**src/rtl/pwm_pkg.sv**
```systemverilog
// Shared encodings for the multi-channel PWM block: counting mode and counter direction.
package pwm_pkg;

   typedef enum logic {
      MODE_EDGE   = 1'b0,
      MODE_CENTER = 1'b1
   } mode_e;

   typedef enum logic {
      DIR_UP   = 1'b0,
      DIR_DOWN = 1'b1
   } dir_e;

endpackage

```
**src/rtl/pwm_dead_band.sv**
```systemverilog
// One channel's output stage: registers the raw compare result and drives a complementary
// pos/neg pair, blanking both outputs for dead_i cycles around every raw transition.
module pwm_dead_band
   import pwm_pkg::*;
#(
   parameter int DT_W = 8
) (
   input  logic            clk_i,
   input  logic            rst_ni,
   input  logic            en_i,
   input  logic            raw_i,
   input  logic [DT_W-1:0] dead_i,
   output logic            pos_o,
   output logic            neg_o
);

   logic            raw_q;
   logic [DT_W-1:0] dcnt_q;
   logic            pos_q;
   logic            neg_q;

   always_ff @(posedge clk_i or negedge rst_ni) begin
      if (!rst_ni) begin
         raw_q  <= 1'b0;
         dcnt_q <= '0;
         pos_q  <= 1'b0;
         neg_q  <= 1'b0;
      end else if (!en_i) begin
         raw_q  <= 1'b0;
         dcnt_q <= '0;
         pos_q  <= 1'b0;
         neg_q  <= 1'b0;
      end else begin
         raw_q <= raw_i;
         // A raw edge (re)starts the gap; dcnt_q==1 is the last blanked cycle.
         if ((raw_i != raw_q) && (dead_i != '0)) begin
            dcnt_q <= dead_i;
            pos_q  <= 1'b0;
            neg_q  <= 1'b0;
         end else if ((raw_i == raw_q) && (dcnt_q > DT_W'(1))) begin
            dcnt_q <= dcnt_q - DT_W'(1);
            pos_q  <= 1'b0;
            neg_q  <= 1'b0;
         end else begin
            dcnt_q <= '0;
            pos_q  <= raw_i;
            neg_q  <= ~raw_i;
         end
      end
   end

   assign pos_o = pos_q;
   assign neg_o = neg_q;

endmodule

```
**src/rtl/pwm_multi.sv**
```systemverilog
// Multi-channel PWM: shared prescaled edge/center counter, shadowed period parameters
// and per-channel complementary outputs with dead-time insertion.
module pwm_multi
   import pwm_pkg::*;
#(
   parameter int CNT_LENGTH = 16,
   parameter int NUM_CH     = 4,
   parameter int PSC_W      = 8,
   parameter int DT_W       = 8
) (
   input  logic                         sys_clk,
   input  logic                         sys_rst_n,
   input  logic                         sys_en,
   input  logic                         center_mode,
   input  logic [PSC_W-1:0]             prescale,
   input  logic [CNT_LENGTH-1:0]        max_val,
   input  logic [NUM_CH*CNT_LENGTH-1:0] duty_cycle,
   input  logic [DT_W-1:0]              dead_time,
   output logic [NUM_CH-1:0]            pwm_pos,
   output logic [NUM_CH-1:0]            pwm_neg,
   output logic [CNT_LENGTH-1:0]        cnt_out,
   output logic                         period_done
);

   logic [PSC_W-1:0]             psc_q, psc_d;
   logic [CNT_LENGTH-1:0]        cnt_q, cnt_d;
   dir_e                         dir_q, dir_d;
   mode_e                        mode_sh_q;
   logic [CNT_LENGTH-1:0]        max_sh_q;
   logic [NUM_CH*CNT_LENGTH-1:0] duty_sh_q;
   logic [DT_W-1:0]              dead_sh_q;
   logic                         period_done_q;
   logic                         tick;
   logic                         update;
   logic [NUM_CH-1:0]            raw;

   assign tick = (psc_q >= prescale);

   always_comb begin
      psc_d  = tick ? '0 : psc_q + PSC_W'(1);
      cnt_d  = cnt_q;
      dir_d  = dir_q;
      update = 1'b0;
      if (tick) begin
         if (mode_sh_q == MODE_EDGE) begin
            dir_d = DIR_UP;
            if (cnt_q == max_sh_q) update = 1'b1;
            else                   cnt_d  = cnt_q + CNT_LENGTH'(1);
         end else if ((max_sh_q == '0) || ((dir_q == DIR_DOWN) && (cnt_q == CNT_LENGTH'(1)))) begin
            update = 1'b1;
         end else if (dir_q == DIR_UP) begin
            // Direction flips as the peak is reached so the peak is counted once.
            cnt_d = cnt_q + CNT_LENGTH'(1);
            if (cnt_d == max_sh_q) dir_d = DIR_DOWN;
         end else begin
            cnt_d = cnt_q - CNT_LENGTH'(1);
         end
         if (update) begin
            cnt_d = '0;
            dir_d = DIR_UP;
         end
      end
   end

   // period_done: single-cycle strobe with no back-pressure; it is high in the first
   // cycle in which the newly loaded shadow values are in effect.
   always_ff @(posedge sys_clk or negedge sys_rst_n) begin
      if (!sys_rst_n) begin
         psc_q         <= '0;
         cnt_q         <= '0;
         dir_q         <= DIR_UP;
         period_done_q <= 1'b0;
         mode_sh_q     <= MODE_EDGE;
         max_sh_q      <= '0;
         duty_sh_q     <= '0;
         dead_sh_q     <= '0;
      end else if (!sys_en) begin
         psc_q         <= '0;
         cnt_q         <= '0;
         dir_q         <= DIR_UP;
         period_done_q <= 1'b0;
         mode_sh_q     <= mode_e'(center_mode);
         max_sh_q      <= max_val;
         duty_sh_q     <= duty_cycle;
         dead_sh_q     <= dead_time;
      end else begin
         psc_q         <= psc_d;
         cnt_q         <= cnt_d;
         dir_q         <= dir_d;
         period_done_q <= update;
         if (update) begin
            mode_sh_q <= mode_e'(center_mode);
            max_sh_q  <= max_val;
            duty_sh_q <= duty_cycle;
            dead_sh_q <= dead_time;
         end
      end
   end

   for (genvar i = 0; i < NUM_CH; i++) begin : g_ch
      assign raw[i] = (cnt_q >= duty_sh_q[i*CNT_LENGTH +: CNT_LENGTH]);

      pwm_dead_band #(
         .DT_W (DT_W)
      ) u_dead_band (
         .clk_i  (sys_clk),
         .rst_ni (sys_rst_n),
         .en_i   (sys_en),
         .raw_i  (raw[i]),
         .dead_i (dead_sh_q),
         .pos_o  (pwm_pos[i]),
         .neg_o  (pwm_neg[i])
      );
   end

   assign cnt_out     = cnt_q;
   assign period_done = period_done_q;

endmodule

```
**config.mk**
```make
export PLATFORM = sky130hd
export DESIGN_NAME = pwm_multi
export DESIGN_NICKNAME = d
export VERILOG_FILES = /design/src/rtl/pwm_pkg.sv /design/src/rtl/pwm_dead_band.sv /design/src/rtl/pwm_multi.sv
export SDC_FILE = /design/constraint.sdc
export NUM_CORES = 1
export LEC_CHECK = 0
export BUFFER_PORTS_ARGS = -buffer_cell sky130_fd_sc_hd__buf_4
export CORE_ASPECT_RATIO = 1.5
export CORE_MARGIN = 4
export CORE_UTILIZATION = 45
export DETAILED_ROUTE_END_ITERATION = 7
export PLACE_DENSITY_LB_ADDON = 0.25
export SYNTH_ARGS = -nofsm -noshare
export SYNTH_HDL_FRONTEND = slang
export SYNTH_SLANG_ARGS = --single-unit
export TNS_END_PERCENT = 5
```
**constraint.sdc**
```tcl
create_clock -name sys_clk -period 3.72 [get_ports sys_clk]
set_input_delay 0.372 -clock sys_clk [delete_from_list [all_inputs] [get_ports sys_clk]]
set_output_delay 0.372 -clock sys_clk [all_outputs]
set_load 0.05 [all_outputs]
```
==> results.json <==
{
  "slowest_stage": "dfrtp_1",
  "path_max_fanout": 68,
  "setup_tns_ns": 0,
  "clockRootBuffer": "clkbuf_16",
  "syn_avg_cell_area_um2": 9.38,
  "cts_tree": "yes",
  "finalSetupViolCount": 0,
  "synth_top_area_share_pct": 39.8,
  "cts-buffers-inserted": 17,
  "ys_ff_latch": 159,
  "cp.required_ns": 4.08,
  "clockBufferDepth": 2,
  "die-area_mm2": 0.0247,
  "fin_crit_sh_pct": 83.6,
  "ff2ff_setup_slack_ns": 0.61,
  "grt_pass1_vias": 8030,
  "drt_iter0_markers": 437,
  "syn_area_mm2": 0.00999,
  "slowest_delay_ns": 0.56,
  "grt_max_degree": 94,
  "synth.area.mux_share_pct": 4.19,
  "finalPower_mw": 5.57,
  "slew_headroom_pct": 42.9,
  "path_class": "flip-flop to flip-flop",
  "synth_edf_count": 0,
  "startpoint_type": "flip-flop",
  "syn_inst": 1065,
  "post_cts_buffers": 0,
  "hold_viol_final": 0,
  "seq_area_mm2": 0.00398,
  "fillerInstances": 2016,
  "seq_area_frac_synth_pct": 39.8,
  "rows": 66,
  "synthTopCellsByArea": "dfrtp_1 40%, ha_1 11%, mux2_2 3.5%",
  "cp-end-kind": "flip-flop",
  "drv_slew": 0,
  "cellLeakagePower_nw": 5.93,
  "cts_hold_buf": 1,
  "drc": 0,
  "period_needed_ns": 3.11,
  "cts_max_level": 4,
  "synth_ff_type": "dfrtp_1",
  "synthArstFlopShare_pct": 100,
  "worstRegToRegCells": 9,
  "detail-route-antenna-nets": 0,
  "design.core.area_mm2": 0.0218,
  "fp.dieH_um": 191,
  "vias_per_cell": 5.52,
  "arrival_ns": 3.47,
  "dr.pass1.iters": 5,
  "yosys_warnings": 0,
  "path_clk_slew_ns": 0.07,
  "die_w_um": 130,
  "synth_top_family_by_area": "simple AND/OR/NAND/NOR gates",
  "layoutNonFillerInstCount": 1468,
  "worst_slew_pin_slew_ns": 0.853,
  "synthSimpleGateAreaFrac_pct": 17.8,
  "holdCritStartpoint": "duty_cycle[39]",
  "antenna_found_initial": 0,
  "max_cap_viol_count": 0,
  "post_dp_cell_area_mm2": 0.0111,
  "area_growth_pct": 17.7,
  "worstHoldEndpoint": "duty_sh_q[39]$_DFFE_PN0P_",
  "skew_ns": 0.0146,
  "cts.repair.resized": 0,
  "pin_count": 125,
  "fmax_mhz": 321,
  "cts_sinks": 159,
  "vias": 8103,
  "powerDensity_mw_per_mm2": 474,
  "cp-startpoint": "cnt_out[6]$_DFFE_PN0P_",
  "r2r-end": "duty_sh_q[3]$_DFFE_PN0P_",
  "multiInputGateArea_mm2": 0.00531,
  "drive_above_1_share_pct": 23.1,
  "final_nets": 1367,
  "syn_nets": 1249,
  "port_buffers": 124,
  "grt_pass1_wl_um": 41700,
  "dp.cells": 1435,
  "hpwl_um": 19300,
  "grt_overflow_total": 0,
  "insertion_delay_ns": 0.44,
  "design_area_mm2": 0.0118,
  "grtUsageTotal_pct": 21.6,
  "num_antenna_cells": 0,
  "holdPathStages": 3,
  "synth_area_leader_cell": "dfrtp_1",
  "whs_ns": 0.124,
  "start_util_pct": 45.8,
  "place_congestion": 0.974,
  "ir_drop_v": 0.000445,
  "drt-total-wl_um": 26100,
  "synth_compound_area_share_pct": 15.7,
  "rsz0062_at_grt": "no",
  "reg2reg_from": "cnt_out[6]$_DFFE_PN0P_",
  "synthXorXnorAreaFrac_pct": 4.82,
  "status": "finished clean",
  "crit_chain": "or3_4, or3_4, o41ai_4, o21ai_2, o21ai_4, buf_12, buf_12, nand2_1, o21ai_1",
  "hp-class": "input pin to flip-flop",
  "synth-adder-area-share_pct": 10.6,
  "wire_per_inst_um": 17.8,
  "synth.distinct_cells": 60
}
==> sequential cells by signal, summed over array words and instances (netlist names) <==
name,count
dir_q,1
cnt_out,16
dead_sh_q,8
g_ch.u_dead_band.dcnt_q,32
g_ch.u_dead_band.pos_o,4
mode_sh_q,1
max_sh_q,16
period_done,1
psc_q,8
g_ch.u_dead_band.raw_q,4
g_ch.u_dead_band.neg_o,4
duty_sh_q,64
==> report_power, final <==
part	switching, mW	internal, mW	leakage (nW)
clock network	0.790	1.08	0.308
registers	0.212	1.97	2.02
logic	0.851	0.668	3.60
==> routing by layer <==
metal  share of wire (%)  GRT usage [%]  wire length, um
met5                   0              0                0
met1                  41           27.2            10700
met2                  51           37.0            13400
met3                 5.0           3.59             1310
met4                 2.7           8.08              707
==> worst max-delay path, delay by kind of cell (launching register included) <==
kind                   cells  cell delay, ns
buffers and inverters      2            0.57
AO/OA/AOI/OAI              4            0.89
flip-flops                 1            0.56
AND/OR/NAND/NOR            3            0.97
==> cells in the mapped netlist, drive strengths merged (7+ instances only) <==
cell      n
inv      92
nor2     70
mux2     31
a31oi    11
ha       84
dfrtp   159
a21oi    43
o21ai   107
and3     22
nand3    40
o21a      7
or4       7
nand2   114
mux2i     7
nand4    10
xor2     34
nor4     20
a211o     8
xnor2    21
and2      9
a21o     16
nor3     24
or3       9
clkbuf   22
buf      28
==> layout make-up <==
| class | count | area share [%] |
|---|---|---|
| Clock inverter | 15 | 1.64 |
| Inverter | 92 | 2.93 |
| Multi-Input combinational cell | 764 | 45.1 |
| Sequential cell | 159 | 33.8 |
| Tap cell | 272 | 2.89 |
| Clock buffer | 17 | 3.62 |
| Timing Repair Buffer | 149 | 9.99 |
==> cells in the final DEF (no fill, tap or decap), types with 7 or more instances in the layout <==
master / n
mux2i_1: 7
ha_1: 84
o21ai_1: 30
buf_4: 143
nor2_1: 70
clkbuf_16: 17
mux2_2: 31
or3_1: 7
nand3_1: 40
and3_1: 22
nor3_1: 24
nand4_1: 10
inv_6: 7
a21oi_1: 43
a211o_1: 8
nor4_1: 20
nand2_2: 29
or4_1: 7
o21a_1: 7
inv_1: 91
nand2_1: 85
and2_1: 8
o21ai_2: 30
a31oi_1: 11
xor2_1: 34
a21o_1: 16
dfrtp_1: 159
o21ai_0: 46
xnor2_1: 21
==> worst max path at each step <==
| stage | endpoint | slack [ns] |
|---|---|---|
| 4_1_cts | duty_sh_q[23]$_DFFE_PN0P_ | 0.64 |
| 3_5_place_dp | duty_sh_q[34]$_DFFE_PN0P_ | 0.66 |
| 3_3_place_gp | duty_sh_q[18]$_DFFE_PN0P_ | 0.70 |
| 5_1_grt | duty_sh_q[22]$_DFFE_PN0P_ | 0.31 |
| 2_1_floorplan | dead_sh_q[0]$_DFFE_PN0P_ | 0.78 |
| 6_report | duty_sh_q[3]$_DFFE_PN0P_ | 0.61 |
==> kinds of logic (layout without fill, tap and decap cells) <==
group                    after synthesis  after routing
flip-flops                           159            159
buffers and inverters                142            273
AND/OR/NAND/NOR                      351            351
AO/OA/AOI/OAI                        235            235
XOR/XNOR                              55             55
multiplexers                          38             38
adder cells (fa/ha/maj)               85             85
==> through the flow <==
stage | util, % | setup WS, ns
global route | 54.0 | 0.306
floorplan | - | 0.776
finish | 54.0 | 0.608
detailed placement | 51.1 | 0.662
global placement | 51.1 | 0.703
CTS | 54.0 | 0.641
Power figures use the tool's default switching activity.
